### config.mk
export PLATFORM = sky130hd
export DESIGN_NAME = cache_mem_arbiter
export DESIGN_NICKNAME = d
export VERILOG_FILES = /design/src/rtl/cache_mem_arbiter.sv
export SDC_FILE = /design/constraint.sdc
export NUM_CORES = 1
export LEC_CHECK = 0
export ABC_AREA = 1
export CAP_MARGIN = 20
export CORE_AREA = 2 2 293 295
export DETAILED_ROUTE_END_ITERATION = 10
export DIE_AREA = 0 0 295 297
export MAX_ROUTING_LAYER = met4
export PLACE_DENSITY_LB_ADDON = 0.08
export SLEW_MARGIN = 0
export SYNTH_ARGS = -nofsm -noshare
export SYNTH_HDL_FRONTEND = slang
export SYNTH_SLANG_ARGS = --single-unit
export TNS_END_PERCENT = 1
### constraint.sdc
create_clock -name clk_i -period 1.8 [get_ports clk_i]
set_input_delay 0.54 -clock clk_i [delete_from_list [all_inputs] [get_ports clk_i]]
set_output_delay 0.54 -clock clk_i [all_outputs]
set_load 0.02 [all_outputs]
### src/rtl/cache_mem_arbiter.sv
// cache_mem_arbiter: shares the single main-memory port between I$ and D$ misses.
// Holds at most one outstanding miss per cache. Grants one at a time; a grant is
// never preempted. It waits LATENCY_REQ cycles, then issues to memory and returns
// the fill or store ack to the owning cache.
//
// Build option: define ARB_ROUND_ROBIN_EN for round-robin arbitration when both
// caches are pending. Otherwise D$ has fixed priority.
//
// Request info layout: {addr[ADDR_WIDTH-1:0], is_store, data[LINE_WIDTH-1:0]}.
//
// Ports:
//   clk_i, reset_ni                    clock, asynchronous active-low reset
//   icache_req_valid_i/_info_i         I$ miss request pulse and payload
//   dcache_req_valid_i/_info_i         D$ miss request pulse and payload
//   req_mm_valid_o/_info_o             memory request, held until rsp_mm_valid_i
//   rsp_mm_valid_i/_data_i/_bus_error_i  memory response
//   rsp_valid_o, rsp_cache_id_o        one-cycle response pulse, 0 = I$, 1 = D$
//   rsp_data_o, rsp_bus_error_o        returned line (held), error for this response
//   busy_o                             FSM not idle
//   overflow_err_o                     sticky: request arrived while that source was pending
module cache_mem_arbiter #(
  parameter int unsigned ADDR_WIDTH  = 32,
  parameter int unsigned LINE_WIDTH  = 128,
  parameter int unsigned LATENCY_REQ = 5,
  localparam int unsigned REQ_WIDTH  = ADDR_WIDTH + 1 + LINE_WIDTH
) (
  input  logic                  clk_i,
  input  logic                  reset_ni,
  input  logic                  icache_req_valid_i,
  input  logic [REQ_WIDTH-1:0]  icache_req_info_i,
  input  logic                  dcache_req_valid_i,
  input  logic [REQ_WIDTH-1:0]  dcache_req_info_i,
  output logic                  req_mm_valid_o,
  output logic [REQ_WIDTH-1:0]  req_mm_info_o,
  input  logic                  rsp_mm_valid_i,
  input  logic [LINE_WIDTH-1:0] rsp_mm_data_i,
  input  logic                  rsp_mm_bus_error_i,
  output logic                  rsp_valid_o,
  output logic                  rsp_cache_id_o,
  output logic [LINE_WIDTH-1:0] rsp_data_o,
  output logic                  rsp_bus_error_o,
  output logic                  busy_o,
  output logic                  overflow_err_o
);

  localparam int unsigned CntWidth = $clog2(LATENCY_REQ) + 1;
  localparam logic [CntWidth-1:0] CntLast = CntWidth'(LATENCY_REQ - 1);

  typedef enum logic [1:0] {StIdle, StDelay, StIssue, StResp} state_e;

  state_e                state_q, state_d;
  logic [CntWidth-1:0]   cnt_q, cnt_d;
  logic                  grant_q, grant_d;
  logic                  grant_sel;
  logic                  pend_i_q, pend_i_d, pend_d_q, pend_d_d;
  logic [REQ_WIDTH-1:0]  info_i_q, info_d_q;
  logic [LINE_WIDTH-1:0] data_q;
  logic                  err_q;
  logic                  overflow_q, overflow_d;
  logic                  mm_done, clr_i, clr_d, acc_i, acc_d;

  // A response clearing a source in the same cycle it re-requests lets the new request in.
  always_comb begin
    mm_done    = (state_q == StIssue) && rsp_mm_valid_i;
    clr_i      = mm_done && !grant_q;
    clr_d      = mm_done && grant_q;
    acc_i      = icache_req_valid_i && (!pend_i_q || clr_i);
    acc_d      = dcache_req_valid_i && (!pend_d_q || clr_d);
    pend_i_d   = acc_i ? 1'b1 : (clr_i ? 1'b0 : pend_i_q);
    pend_d_d   = acc_d ? 1'b1 : (clr_d ? 1'b0 : pend_d_q);
    overflow_d = overflow_q || (icache_req_valid_i && !acc_i) || (dcache_req_valid_i && !acc_d);
  end

`ifdef ARB_ROUND_ROBIN_EN
  logic last_grant_q;

  always_comb begin
    grant_sel = pend_d_q;
    if (pend_i_q && pend_d_q) grant_sel = !last_grant_q;
  end

  always_ff @(posedge clk_i or negedge reset_ni) begin
    if (!reset_ni) begin
      last_grant_q <= 1'b0;
    end else if (state_q == StIdle && (pend_i_q || pend_d_q)) begin
      last_grant_q <= grant_sel;
    end
  end
`else
  // Fixed priority: D$ wins whenever it is pending.
  always_comb grant_sel = pend_d_q;
`endif

  always_comb begin
    state_d = state_q;
    cnt_d   = cnt_q;
    grant_d = grant_q;
    unique case (state_q)
      StIdle: begin
        if (pend_i_q || pend_d_q) begin
          grant_d = grant_sel;
          cnt_d   = '0;
          state_d = StDelay;
        end
      end
      StDelay: begin
        if (cnt_q == CntLast) state_d = StIssue;
        else                  cnt_d   = cnt_q + CntWidth'(1);
      end
      StIssue: begin
        if (rsp_mm_valid_i) state_d = StResp;
      end
      StResp:  state_d = StIdle;
      default: state_d = StIdle;
    endcase
  end

  always_ff @(posedge clk_i or negedge reset_ni) begin
    if (!reset_ni) begin
      state_q    <= StIdle;
      cnt_q      <= '0;
      grant_q    <= 1'b0;
      pend_i_q   <= 1'b0;
      pend_d_q   <= 1'b0;
      info_i_q   <= '0;
      info_d_q   <= '0;
      data_q     <= '0;
      err_q      <= 1'b0;
      overflow_q <= 1'b0;
    end else begin
      state_q    <= state_d;
      cnt_q      <= cnt_d;
      grant_q    <= grant_d;
      pend_i_q   <= pend_i_d;
      pend_d_q   <= pend_d_d;
      overflow_q <= overflow_d;
      if (acc_i) info_i_q <= icache_req_info_i;
      if (acc_d) info_d_q <= dcache_req_info_i;
      if (mm_done) begin
        data_q <= rsp_mm_data_i;
        err_q  <= rsp_mm_bus_error_i;
      end
    end
  end

  // The granted source stays pending until its response, so its info register cannot
  // change while the request is on the memory port.
  always_comb begin
    req_mm_valid_o  = (state_q == StIssue);
    req_mm_info_o   = '0;
    if (req_mm_valid_o) req_mm_info_o = grant_q ? info_d_q : info_i_q;
    rsp_valid_o     = (state_q == StResp);
    rsp_cache_id_o  = rsp_valid_o && grant_q;
    rsp_bus_error_o = rsp_valid_o && err_q;
    rsp_data_o      = data_q;
    busy_o          = (state_q != StIdle);
    overflow_err_o  = overflow_q;
  end

endmodule

==> run summary <==
number of synthesized register bits: 461
Max IR drop VDD: 0.749 mV
area occupied by multi-input gates: 7970 um2
Avg Cell Area, Syn: 8.85 um2
CP endpoint kind: output pin
chip height: 297 um
fillcell total: 8,583
layout cells sized above 1: 20.3%
# IOs: 751
fin crit share: 149%
first-pass GRT wire length: 132,000 um
fmax: 0.374 GHz
CP peak stage delay: 560 ps
synthesized area: 20,200 um2
sequential-to-total area share from yosys stat: 57.1%
Detailed Route WL: 90,900 um
final std cells w/o fill: 4,304
Root Buffer: clkbuf_16
Ys Warns: 0
critical path fanouts, max: 26
full die area: 87,600 um2
RePlAce Congestion: 0.884
clk sink count: 461
pre-CTS setup slack: -733 ps
GRT Util Overall: 20.7%
Final Slew Violations: 0
drt pass-1 iters: 7
max_slew headroom: 65.3%
CP required: 1260 ps
floorplan row count: 107
drt drc: 0
number of buffers created by CTS: 59
Syn Nets: 2,745
Distinct cells, synth: 19
RSZ-0062 raised after global routing: true
Reg clk slew, reported paths: 50 ps
Bufs on Longest Clock Path: 3
PnR worst setup slack: -874 ps
pwr dens: 1770 nW/um2
CP max-delay cell: dfrtp_4
CP Launch Type: register
post-layout min period: 2670 ps
IO buf count: 750
Vias: 19,100
placed wire-length estimate: 67,700 um
area grow syn2layout: 60.4%
clock skew: 17.8 ps
core area: 84,500 um2
sequential cell area: 11,500 um2
DR iter-0 viols: 1,126
Fin. Hold Viols: 0
CTS tree: yes
setup violators final: 632
number of global-route vias before repair: 20,000
Avg Vias per Cell: 4.43
utilization after layout: 38.3%
clock latency on the worst-skew pair: 620 ps
worst-margin pin slew: 521 ps
H-tree lvl count: 2
failing checks: setup timing
crit path kind: register to output pin
Lkg Pwr: 16.1 nW
Cell Chain, Critical Path: buf_12 -> buf_4 -> o21ai_1 -> nor2_2 -> dlygate4sd2_1
cell count after synthesis: 2,283
initial antenna violation count: 28
Hold WC Path Type: primary input to register
pin count of the biggest net entering global routing: 83
Max Cap Violations: 0
Avg WL per Cell: 21.1 um
Die Wd: 295 um
# placed instances: 4,162
Critical Path AT: 2130 ps
outcome: finished, violations left
count of nets after finishing: 3,549
total power draw: 57.3 mW
Final Hold Slack: 376 ps
Post-DRT Antenna Nets: 0
grt ovf: 0
Initial Utilization: 23.9%
-- power by group --
part           switching, mW  internal [mW]  total [mW]
Combinational           15.5           11.9        27.4
Sequential              2.87           15.3        18.2
Clock                   4.69           7.08        11.8
-- registers in the layout, indices dropped and copies added (netlist names) --
signal	cells
rsp_data_o	128
cnt_q	4
grant_q	1
pend_i_q	1
err_q	1
info_d_q	161
info_i_q	161
grant_sel	1
state_q	2
overflow_err_o	1
-- path summary, 6_finish.rpt --
kind                                     from            endpoint  slack, ps  depth (start not counted)
hold / removal             dcache_req_valid_i           grant_sel        380                          4
setup / recovery                      grant_q  req_mm_info_o[100]       -870                          5
hold reg to reg                  info_i_q[52]        info_i_q[52]        460                          2
max in group asynchronous            reset_ni     rsp_data_o[110]        640                          3
setup reg to reg                   state_q[0]        info_i_q[99]       -460                         12
min in group asynchronous            reset_ni      rsp_data_o[11]        440                          2
-- per-layer routing --
metal / GRT usage [%] / vias to the layer above / wire [um]
met4: 5.50 / 0 / 1800
met1: 23.9 / 9323 / 35900
met2: 35.2 / 546 / 46600
li1: - / 9081 / -
met5: - / - / 0
met3: 5.58 / 103 / 6640
-- cell usage after synthesis --
library cell    n  area, um2
ha_1            6       75.1
o21ai_0       166        831
or2_2           3       18.8
buf_2          51        255
buf_1           3       11.3
nand2_2         2       12.5
mux2_2        129       1450
o21ai_2         2       17.5
buf_6           1       11.3
nand3_1       328       1640
inv_2           1       3.75
clkbuf_1       98        368
xor2_1          1       8.76
nand4_1         3       18.8
dfrtp_1       461      11500
nand2_1       668       2510
inv_1          15       56.3
nor2_1        325       1220
buf_4          20        150
-- layout make-up --
type | instances | area share, %
diodes | 30 | 0.232
clock buffers | 84 | 5.26
clock inverters | 20 | 0.649
inverters | 16 | 0.224
multi-input cells | 1633 | 24.6
flip-flops and latches | 461 | 35.6
well taps | 1144 | 4.42
repair buffers | 916 | 29.0
-- cells by family after synthesis --
group | Yosys count | share of synthesized area [%]
DFF | 461 | 57.1
and+or+nand+nor | 1329 | 26.8
xor gates and xnor gates | 1 | 0.0434
buffers and inverters | 189 | 4.24
adders and majority gates | 6 | 0.372
AOI/OAI and AO/OA | 168 | 4.20
muxes | 129 | 7.19
-- repair_timing --
| item | CTS | global route |
|---|---|---|
| gates cloned | 0 | 3 |
| hold buffers | 1 | 0 |
| hold endpoints to repair | 17 | 0 |
| pin swaps | 5 | 7 |
| setup buffers | 0 | 4 |
| setup endpoints to repair | 738 | 727 |
| gates resized for setup | 768 | 233 |
-- critical path: cells and delay by family, from the launching register on --
| kind | cells | cell delay (ps) |
|---|---|---|
| AND/OR/NAND/NOR | 1 | 40 |
| AO/OA/AOI/OAI | 1 | 200 |
| flip-flops | 1 | 560 |
| buffers and inverters | 3 | 680 |
-- stage by stage --
step	TNS, ps	instance area, um2
2_1_floorplan	-32620	20200
3_3_place_gp	-261640	30200
3_5_place_dp	-274230	30200
4_1_cts	-280040	31900
5_1_grt	-319680	32400
6_report	-254170	32400
-- layout by cell type, fill, tap and decap left out, types with 14 or more instances in the layout --
cell / count
nand2_1: 658
dfrtp_1: 460
clkdlybuf4s50_1: 452
nand3_1: 326
nor2_1: 318
buf_4: 222
o21ai_0: 140
mux2_2: 129
dlymetal6s2s_1: 83
clkbuf_16: 64
buf_12: 56
buf_6: 38
diode_2: 30
o21ai_1: 22
clkdlybuf4s15_2: 22
clkbuf_2: 20
clkbuf_1: 14
Power figures use the tool's default switching activity.
